==> config.mk <==
export PLATFORM = sky130hd
export DESIGN_NAME = control_sequencer
export DESIGN_NICKNAME = d
export VERILOG_FILES = /design/src/rtl/control_sequencer.sv
export SDC_FILE = /design/constraint.sdc
export NUM_CORES = 1
export LEC_CHECK = 0
export CAP_MARGIN = 30
export CORE_MARGIN = 3
export CORE_UTILIZATION = 38
export CTS_BUF_LIST = sky130_fd_sc_hd__clkbuf_4
export CTS_CLUSTER_SIZE = 12
export DETAILED_ROUTE_END_ITERATION = 6
export PLACE_DENSITY = 0.8
export RECOVER_POWER = 25
export SKIP_LAST_GASP = 1
export SLEW_MARGIN = 15
export SYNTH_ARGS = -nofsm -noshare
export SYNTH_HDL_FRONTEND = slang
export SYNTH_SLANG_ARGS = --single-unit
==> constraint.sdc <==
create_clock -name clock -period 2.4 [get_ports clock]
set_input_delay 0.36 -clock clock [delete_from_list [all_inputs] [get_ports clock]]
set_output_delay 0.36 -clock clock [all_outputs]
set_load 0.01 [all_outputs]
==> src/rtl/control_sequencer.sv <==
// Hardwired control sequencer for a single-bus CPU datapath.
// Walks fetch (T0..T2) and an opcode-dependent execute sequence (T3..T6),
// driving one-hot datapath strobes. An unknown opcode parks the machine
// in HALT until clear.
module control_sequencer (
    input  logic        clock,
    input  logic        clear,
    input  logic        run,
    input  logic [31:0] IR,
    output logic        PCout,
    output logic        MARin,
    output logic        IncPC,
    output logic        Zin,
    output logic        Zlowout,
    output logic        Zhighout,
    output logic        PCin,
    output logic        Read,
    output logic        MDRin,
    output logic        MDRout,
    output logic        IRin,
    output logic        Yin,
    output logic        HIin,
    output logic        LOin,
    output logic [15:0] Rin,
    output logic [15:0] Rout,
    output logic [13:0] alu_sel,
    output logic [3:0]  step,
    output logic        done,
    output logic        illegal
);

    typedef enum logic [3:0] {
        IDLE = 4'd0,
        T0   = 4'd1,
        T1   = 4'd2,
        T2   = 4'd3,
        T3   = 4'd4,
        T4   = 4'd5,
        T5   = 4'd6,
        T6   = 4'd7,
        HALT = 4'd8
    } state_t;

    state_t state_reg;

    // Instruction field extraction; only meaningful from T3 onward, once
    // the datapath has loaded the new instruction into IR.
    logic [4:0] opcode;
    logic [3:0] ra;
    logic [3:0] rb;
    logic [3:0] rc;
    logic       is_unary;
    logic       is_muldiv;
    logic       is_bad;

    assign opcode    = IR[31:27];
    assign ra        = IR[26:23];
    assign rb        = IR[22:19];
    assign rc        = IR[18:15];
    assign is_unary  = (opcode == 5'd9) || (opcode == 5'd10);
    assign is_muldiv = (opcode == 5'd11) || (opcode == 5'd12);
    assign is_bad    = (opcode > 5'd12);

    // One-hot register selects; field value 0 selects R0 like any other.
    logic [15:0] sel_a;
    logic [15:0] sel_b;
    logic [15:0] sel_c;
    logic [13:0] alu_onehot;

    genvar gi;
    generate
        for (gi = 0; gi < 16; gi++) begin : g_reg_sel
            assign sel_a[gi] = (ra == 4'(gi));
            assign sel_b[gi] = (rb == 4'(gi));
            assign sel_c[gi] = (rc == 4'(gi));
        end
        for (gi = 0; gi < 14; gi++) begin : g_alu_sel
            assign alu_onehot[gi] = (opcode == 5'(gi)) && !is_bad;
        end
    endgenerate

    // State register and transitions; clear overrides everything, run is
    // only consulted in IDLE and on the final step of an instruction.
    always_ff @(posedge clock) begin
        if (clear) begin
            state_reg <= IDLE;
        end else begin
            case (state_reg)
                IDLE: state_reg <= run ? T0 : IDLE;
                T0:   state_reg <= T1;
                T1:   state_reg <= T2;
                T2:   state_reg <= T3;
                T3:   state_reg <= is_bad ? HALT : T4;
                T4:   state_reg <= is_unary ? (run ? T0 : IDLE) : T5;
                T5:   state_reg <= is_muldiv ? T6 : (run ? T0 : IDLE);
                T6:   state_reg <= run ? T0 : IDLE;
                HALT: state_reg <= HALT;
                default: state_reg <= IDLE;
            endcase
        end
    end

    assign step = state_reg;

    // Moore decode of state and IR. Kept combinational because IR is only
    // guaranteed to hold the new instruction once T3 has been entered.
    always_comb begin
        PCout    = 1'b0;
        MARin    = 1'b0;
        IncPC    = 1'b0;
        Zin      = 1'b0;
        Zlowout  = 1'b0;
        Zhighout = 1'b0;
        PCin     = 1'b0;
        Read     = 1'b0;
        MDRin    = 1'b0;
        MDRout   = 1'b0;
        IRin     = 1'b0;
        Yin      = 1'b0;
        HIin     = 1'b0;
        LOin     = 1'b0;
        Rin      = 16'h0000;
        Rout     = 16'h0000;
        alu_sel  = 14'h0000;
        done     = 1'b0;
        illegal  = 1'b0;
        case (state_reg)
            T0: begin
                PCout = 1'b1;
                MARin = 1'b1;
                IncPC = 1'b1;
                Zin   = 1'b1;
            end
            T1: begin
                Zlowout = 1'b1;
                PCin    = 1'b1;
                Read    = 1'b1;
                MDRin   = 1'b1;
            end
            T2: begin
                MDRout = 1'b1;
                IRin   = 1'b1;
            end
            T3: begin
                if (is_bad) begin
                    illegal = 1'b1;
                end else if (is_unary) begin
                    Rout    = sel_b;
                    alu_sel = alu_onehot;
                    Zin     = 1'b1;
                end else if (is_muldiv) begin
                    Rout = sel_a;
                    Yin  = 1'b1;
                end else begin
                    Rout = sel_b;
                    Yin  = 1'b1;
                end
            end
            T4: begin
                if (is_unary) begin
                    Zlowout = 1'b1;
                    Rin     = sel_a;
                    done    = 1'b1;
                end else begin
                    Rout    = is_muldiv ? sel_b : sel_c;
                    alu_sel = alu_onehot;
                    Zin     = 1'b1;
                end
            end
            T5: begin
                Zlowout = 1'b1;
                if (is_muldiv) begin
                    LOin = 1'b1;
                end else begin
                    Rin  = sel_a;
                    done = 1'b1;
                end
            end
            T6: begin
                Zhighout = 1'b1;
                HIin     = 1'b1;
                done     = 1'b1;
            end
            HALT: illegal = 1'b1;
            default: ;
        endcase
    end

endmodule
==> results of run 1 <==
cells in the final DEF, fill, tap and decap left out, types with 3 or more instances in the layout:
cell / n
buf_4: 79
nor2_1: 37
clkdlybuf4s50_1: 24
buf_2: 20
dlygate4sd2_1: 17
nand3_1: 16
nand2_1: 13
clkbuf_2: 13
nor2b_1: 12
a31oi_1: 11
a221oi_1: 11
a21oi_1: 10
nor3_1: 9
a32oi_1: 6
nand2b_1: 5
nand4_1: 5
a221oi_2: 5
and2_1: 4
nor3_2: 4
nor4b_4: 4
inv_1: 4
a2111oi_2: 4
clkbuf_4: 4
dlygate4sd3_1: 4
buf_12: 4
dfxtp_1: 3
per-layer routing:
| metal | vias to the layer above | track usage | share of wire |
|---|---|---|---|
| met5 | - | 0 | 0 |
| met2 | 225 | 0.5095 | 0.49 |
| met4 | 0 | 0.1000 | 0.048 |
| li1 | 1170 | - | - |
| met3 | 60 | 0.05507 | 0.10 |
| met1 | 1199 | 0.3328 | 0.36 |
what timing repair did:
| item | CTS | global route |
|---|---|---|
| resized for setup | 123 | 54 |
| setup endpoints to repair | 53 | 50 |
| pin swaps | 12 | 18 |
| endpoints found under the hold margin | 0 | 0 |
| setup buffers | 18 | 7 |
per-stage QoR:
stage / setup TNS [ns] / utilization / power (mW)
detailed placement: -28.49 / 0.7439 / 0.4358
floorplan: 0 / - / 0.2504
global placement: -26.89 / 0.7439 / 0.4292
CTS: -1.183 / 0.7704 / 0.5263
global route: -4.833 / 0.7814 / 0.5698
finish: -1.982 / 0.7814 / 0.5466
synth_stat cells, types with 2 or more instances:
cell / count / area [um^2]
a2111oi_2: 4 / 60.06
a32oi_1: 6 / 52.55
nor3_1: 12 / 60.06
buf_2: 7 / 35.03
nor4b_4: 4 / 95.09
dfxtp_1: 4 / 80.08
and2_1: 4 / 25.02
a221oi_1: 16 / 140.1
nor4_1: 2 / 12.51
inv_1: 4 / 15.01
o21ai_1: 3 / 15.01
nand3_1: 16 / 80.08
a31oi_1: 11 / 68.82
or3_1: 2 / 12.51
buf_4: 7 / 52.55
nor2_1: 37 / 138.9
a21oi_1: 11 / 55.05
nand2_1: 14 / 52.55
nor2b_1: 13 / 81.33
nand2b_1: 8 / 50.05
nand4_1: 5 / 31.28
or2_1: 2 / 12.51
nor4_2: 2 / 25.02
clkbuf_1: 9 / 33.78
worst max-delay path: stages, from the launching register on:
cell     delay, ns
dfxtp_2       0.32
or4b_4        0.55
buf_12        0.17
nor4b_4       0.30
buf_4         0.17
buf_4         0.11
nand2_2       0.04
a31oi_1       0.16
buf_2         0.16
area by class of cell:
type                    count  area (um^2)  area share
multi-input cells         197         1418      0.4811
repair buffers            170         1350      0.4582
flip-flops and latches      4        81.33     0.02760
well taps                  48        60.06     0.02038
clock buffers               3        22.52    0.007643
inverters                   4        15.01    0.005096
logic make-up (layout without fill, tap and decap cells):
kind of cell,count (synthesis),in the layout,share of synthesized area
compound gates,62,62,0.3230
xor+xnor,2,2,0.01139
buf+inv,29,177,0.09844
flops,4,4,0.05208
other cells,1,1,0.002439
simple gates,132,132,0.5126
power breakdown:
| group | total (mW) | internal (mW) | switching, mW | leakage, nW |
|---|---|---|---|---|
| registers | 0.0751 | 0.0720 | 0.00312 | 0.0330 |
| clock network | 0.0908 | 0.0564 | 0.0344 | 0.0138 |
| logic | 0.381 | 0.175 | 0.205 | 1.30 |
| total | 0.547 | 0.304 | 0.243 | 1.34 |
final timing paths:
path / to / slack (ns) / depth (start not counted)
setup / recovery: Rout[12] / -0.20 / 8
hold / removal: step[3] / 0.78 / 3
setup reg to reg: step[0] / 0.58 / 5
hold reg to reg: step[3] / 0.78 / 3
==> impl_table.tex, run 1 <==
\begin{tabular}{lr}
\hline
Metric & Value \\
\hline
\multicolumn{2}{l}{\textbf{Status}} \\
Run status & complete, but fails checks \\
Failing checks & DRC, setup timing \\
\multicolumn{2}{l}{\textbf{GRT}} \\
GR Util All Layers & 0.2839 \\
Wire length of the first global-routing pass & $\sim$12000 um \\
Number of antenna violations at the first check in global routing & 0 \\
Number of global-route vias before repair & between 2000 and 2500 \\
Grt ovf & 0 \\
Maximum number of pins on one net before global-route repair & 20 \\
\multicolumn{2}{l}{\textbf{Place}} \\
Final weighted congestion of routability-driven global placement & about 1.0 \\
Placement Cell Area & roughly 2800 um\^{}2 \\
Post-placement setup slack & -0.7579 ns \\
PortBufs & 84 \\
Post-DP HPWL & $\sim$5200 um \\
Number of cells in the design after placement & 399 \\
\multicolumn{2}{l}{\textbf{Yosys}} \\
Count of state elements after synthesis & 4 \\
Number of instances in the synthesized netlist & 230 \\
Syn Std Cell Area & approximately 1500 um\^{}2 \\
Syn Area/Cell & between 6 and 7 um\^{}2 \\
Synth cell types & between 50 and 60 \\
Number of enable-type register cells in the synthesized netlist & 0 \\
Sequential-to-total area share from yosys stat & 0.05207 \\
Synth Flop Type & dfxtp\_1 \\
Post-synth net total & around 270 \\
YS warnings & 0 \\
Async S/R FF share, synth & 0 \\
\multicolumn{2}{l}{\textbf{Routing}} \\
Post-DR vias/cell & 6.230 \\
Detailed Route Iter0 Violations & approximately 460 \\
Per-cell routed wire length & 18.34 um \\
DRC viols & 1 \\
Vias & approximately 2700 \\
Routed WL & approximately 7800 um \\
First drt pass iteration count & 7 \\
Count of antenna-violating nets left after detailed routing & 0 \\
\multicolumn{2}{l}{\textbf{STA}} \\
Clock Skew & between 0.0004 and 0.0005 ns \\
RSZ-0062 raised after global routing & true \\
Final Cycle Share & 1.082 \\
Maximum clock frequency & about 390 MHz \\
Count of final max-slew check failures & 0 \\
Finish-stage setup viols & 22 \\
Hold Fails Final Rpt & 0 \\
Min Clock Period, post-route & 2.597 ns \\
Worst-case setup margin in the final layout & -0.1966 ns \\
Final worst hold slack & slightly below 0.8 ns \\
\multicolumn{2}{l}{\textbf{Clock network}} \\
Clock Sink Count & 4 \\
CTS tree & yes \\
Library cell used as clock root buffer & clkbuf\_4 \\
H-tree depth & 1 \\
Clock latency reported for the late side of the worst-skew pair & 0.25 ns \\
TritonCTS Buffers & 3 \\
Longest Clk Path Bufs & 2 \\
Register clock-pin slew on the reported worst setup and hold paths & approximately 0.040 ns \\
Hold buffer count at CTS & 0 \\
\multicolumn{2}{l}{\textbf{Finish}} \\
Number of flip-flops in the largest register & 4 \\
Non-filler cells in the finished layout & 426 \\
Syn-to-layout area delta & 91.62\% \\
Post-layout instance area & about 2900 um\^{}2 \\
Fraction of final layout cells sized beyond drive strength 1 & 0.4259 \\
Filler instances & $\sim$260 \\
Post-layout net count & 415 \\
N\_diodes & 0 \\
\multicolumn{2}{l}{\textbf{Worst setup path}} \\
Worst setup path start & step[0] \\
Endpoint type of the worst setup path & output port \\
Startpoint Class & flop \\
Signal arrival time at the worst endpoint & 2.24 ns \\
Start of the worst register-to-register path & step[0] \\
Peak fanout along the critical path & 7 \\
Required @ worst endpoint & between 2 and 2.5 ns \\
Class of the most critical setup path & flop to output port \\
\multicolumn{2}{l}{\textbf{Floorplan}} \\
Number of top-level pins & a little over 100 \\
Die Width & between 60 and 70 um \\
Die outline area & between 4000 and 5000 um\^{}2 \\
Height of the die & 69.62 um \\
Placeable Area & about 3800 um\^{}2 \\
Initial Utilization & 0.4078 \\
Row count & 22 \\
\multicolumn{2}{l}{\textbf{Worst hold path}} \\
Tightest Hold Check Type & flop to flop \\
Hold wc startpoint & step[1] \\
\multicolumn{2}{l}{\textbf{Power and ir drop}} \\
Peak supply drop & approximately 0.17 mV \\
Power per cell area & 185.5 nW/um\^{}2 \\
Leakage power & roughly 1.3 nW \\
\multicolumn{2}{l}{\textbf{Run}} \\
Max-cap check violation count & 0 \\
\hline
\end{tabular}
Note: power is estimated with default switching activity, not from simulation.
==> run 2, diff against run 1 <==
GPL_ROUTABILITY_DRIVEN = 0   (was default)
==> run 2 against run 1 <==
Against the previous run: the run still ends with DRC, setup timing left; count of clock-buffer cells in the layout did not move; die area unchanged; utilization is 0.37 points lower; clock power is 8.0% lower; first-iteration DRC count decreased by 19%; clock skew rose by 0.0012 ns; sequential power is 2% lower; combinational power hardly changed; worst setup slack improved by 0.11 ns; total power is 0.98% lower; register-to-register slack improved by 0.11 ns; critical path depth down 1; critical path type unchanged; largest cell class unchanged; largest power group unchanged.
==> impl_table.tex, run 2 (synthesized netlist as in run 1, its figures left out) <==
\begin{tabular}{lr}
\hline
Metric & Value \\
\hline
\multicolumn{2}{l}{\textbf{Worst setup path}} \\
Signal arrival time at the worst endpoint & 2.13 ns (-0.11 ns) \\
Flop-to-flop setup slack & 0.69 ns (+0.11 ns) \\
Required @ worst endpoint & 2.04 ns (about the same) \\
Reg-to-Reg End & step[0] \\
Worst R2R Path Depth & 7 (+2) \\
Endpoint type of the worst setup path & output port \\
Class of the most critical setup path & flop to output port \\
Startpoint Class & flop \\
Start of the worst register-to-register path & step[2] \\
Peak fanout along the critical path & 9 (+2) \\
\multicolumn{2}{l}{\textbf{Place}} \\
Post-DP HPWL & 4793 um (-7.1\%) \\
Placement Cell Area & 2798 um\^{}2 (-0.27\%) \\
Number of cells in the design after placement & 398 (-0.25\%) \\
PortBufs & 84 (unchanged) \\
Post-placement setup slack & -0.6668 ns (+0.09101 ns) \\
\multicolumn{2}{l}{\textbf{Finish}} \\
Number of flip-flops in the largest register & 4 (unchanged) \\
Most common cell after layout, fill and taps aside & buf\_4 \\
Filler instances & 265 (+1.5\%) \\
Post-layout instance area & 2933 um\^{}2 (-0.47\%) \\
N\_diodes & 0 (unchanged) \\
Post-layout net count & 413 (-0.48\%) \\
Fraction of final layout cells sized beyond drive strength 1 & 0.4069 (-0.01901) \\
Non-filler cells in the finished layout & 424 (-0.47\%) \\
Leading cell types in the layout, fill and taps excluded & 73 x buf\_4, 34 x nor2\_1, 27 x buf\_2 \\
Syn-to-layout area delta & 90.72\% \\
\multicolumn{2}{l}{\textbf{Run}} \\
Max-cap check violation count & 0 (unchanged) \\
\multicolumn{2}{l}{\textbf{Routing}} \\
Vias & 2536 (-4.4\%) \\
First drt pass iteration count & 7 (unchanged) \\
Detailed Route Iter0 Violations & 375 (-19\%) \\
Post-DR vias/cell & 5.981 (-4.0\%) \\
Routed WL & 7204 um (-7.8\%) \\
DRC viols & 1 (unchanged) \\
Per-cell routed wire length & 16.99 um (-7.3\%) \\
Count of antenna-violating nets left after detailed routing & 0 (unchanged) \\
\multicolumn{2}{l}{\textbf{Power and ir drop}} \\
Peak supply drop & 0.1695 mV (+2.2\%) \\
Sequential power share & 0.137 (about the same) \\
Logic pwr share & 0.709 (+0.012) \\
Tot Pwr & 0.5412 mW (-0.98\%) \\
Switching component of the power & 0.2313 mW (-4.8\%) \\
Switching power share of the total & 0.4274 (-0.01700) \\
Leakage power & 1.341 nW (-0.10\%) \\
Cell Int Power & 0.3099 mW (+2.1\%) \\
Clock power share & 0.154 (-0.012) \\
Power per cell area & 184.5 nW/um\^{}2 (-0.51\%) \\
\multicolumn{2}{l}{\textbf{Status}} \\
Run status & complete, but fails checks \\
Failing checks & DRC, setup timing \\
\multicolumn{2}{l}{\textbf{GRT}} \\
Wire length of the first global-routing pass & 11300 um (-3.2\%) \\
Number of global-route vias before repair & 2393 (-4.2\%) \\
GR Util All Layers & 0.2734 (-0.01055) \\
Maximum number of pins on one net before global-route repair & 22 (+10\%) \\
Number of antenna violations at the first check in global routing & 0 (unchanged) \\
Grt ovf & 0 (unchanged) \\
\multicolumn{2}{l}{\textbf{Worst hold path}} \\
Worst Hold Path Cells & 3 (unchanged) \\
Hold wc startpoint & step[1] \\
Worst hold path endpoint & step[3] \\
Tightest Hold Check Type & flop to flop \\
\multicolumn{2}{l}{\textbf{STA}} \\
Summed negative setup slack over all endpoints & -0.7305 ns (+1.252 ns) \\
Hold Fails Final Rpt & 0 (unchanged) \\
Maximum clock frequency & 401.9 MHz (+4.4\%) \\
RSZ-0062 raised after global routing & true \\
Count of final max-slew check failures & 0 (unchanged) \\
Worst-case setup margin in the final layout & -0.08804 ns (+0.1085 ns) \\
Final Cycle Share & 1.037 (-0.04522) \\
Finish-stage setup viols & 20 (-9.1\%) \\
Clock Skew & 0.001629 ns (+0.001153 ns) \\
Min Clock Period, post-route & 2.488 ns (-0.1085 ns) \\
\multicolumn{2}{l}{\textbf{Floorplan}} \\
Initial Utilization & 0.4078 (unchanged) \\
Die Width & 69.62 um (unchanged) \\
Placeable Area & 3771 um\^{}2 (unchanged) \\
Number of top-level pins & 101 (unchanged) \\
Height of the die & 69.62 um (unchanged) \\
Row count & 22 (unchanged) \\
Die outline area & 4846 um\^{}2 (unchanged) \\
\multicolumn{2}{l}{\textbf{Clock network}} \\
CTS tree & yes \\
Longest Clk Path Bufs & 2 (unchanged) \\
Clock Sink Count & 4 (unchanged) \\
Library cell used as clock root buffer & clkbuf\_4 \\
Register clock-pin slew on the reported worst setup and hold paths & 0.04 ns (about the same) \\
TritonCTS Buffers & 3 (unchanged) \\
Clock latency reported for the late side of the worst-skew pair & 0.23 ns (-0.02 ns) \\
H-tree depth & 1 (unchanged) \\
Hold buffer count at CTS & 0 (unchanged) \\
\hline
\end{tabular}
-- run 2: cell types whose count changed in the layout (fill, tap and decap cells not counted), sizes merged --
cell / change
buf: +5
clkbuf: -7
dlygate4sd2: -1
dlymetal6s2s: +1
-- run 2: how the worst max path moves through the flow --
stage	startpoint	end	slack (ns)	cells past startpoint
3_3_place_gp	IR[30]	Rin[7]	-0.62	6
3_5_place_dp	IR[29]	Rin[2]	-0.67	6
4_1_cts	step[1]	Rout[10]	-0.19	7
5_1_grt	step[1]	Rout[3]	-0.20	8
6_report	step[1]	Rout[10]	-0.09	7
2_1_floorplan	step[0]	Rout[7]	0.32	5
-- run 2: per-layer routing --
layer | part of all wire | vias up | track usage
li1 | - | 1170 | -
met1 | 0.38 | 1152 | 0.3376
met2 | 0.49 | 175 | 0.4809
met3 | 0.095 | 39 | 0.04203
met4 | 0.040 | 0 | 0.08936
met5 | 0 | - | 0
-- run 2: what timing repair did --
action                                  in CTS  in global routing
buffers inserted                            19                  4
endpoints found under the setup margin      50                 45
pin swaps                                   12                 13
resized for setup                          127                 60
endpoints found under the hold margin        0                  0
-- run 2: power by group through the flow --
stage / Sequential, mW / Clock [mW] / Combinational, mW
global route: 0.0746 / 0.0964 / 0.409
global placement: 0.0745 / 0 / 0.352
CTS: 0.0737 / 0.0865 / 0.367
detailed placement: 0.0748 / 0 / 0.357
finish: 0.0739 / 0.0835 / 0.384
floorplan: 0.0805 / 0 / 0.170
-- run 2: worst max-delay path, stage by stage (launching register included) --
cell	delay (ns)
dfxtp_1	0.30
or4b_4	0.54
buf_12	0.17
nor4b_4	0.29
buf_4	0.18
a221oi_1	0.07
a31oi_1	0.18
buf_2	0.16
-- run 2: stage by stage --
| stage | utilization | hold slack (ns) |
|---|---|---|
| detailed placement | 0.7419 | 0.7083 |
| global route | 0.7777 | 0.7238 |
| finish | 0.7777 | 0.6967 |
| floorplan | - | 0.5574 |
| CTS | 0.7887 | 0.7172 |
| global placement | 0.7419 | 0.6931 |
-- run 2: area by class of cell --
class | instances | area [um^2] | area share
clock buffers | 3 | 22.52 | 0.007679
inverters | 4 | 15.01 | 0.005119
repair buffers | 168 | 1354 | 0.4616
multi-input cells | 197 | 1401 | 0.4778
well taps | 48 | 60.06 | 0.02048
flip-flops and latches | 4 | 80.08 | 0.02730
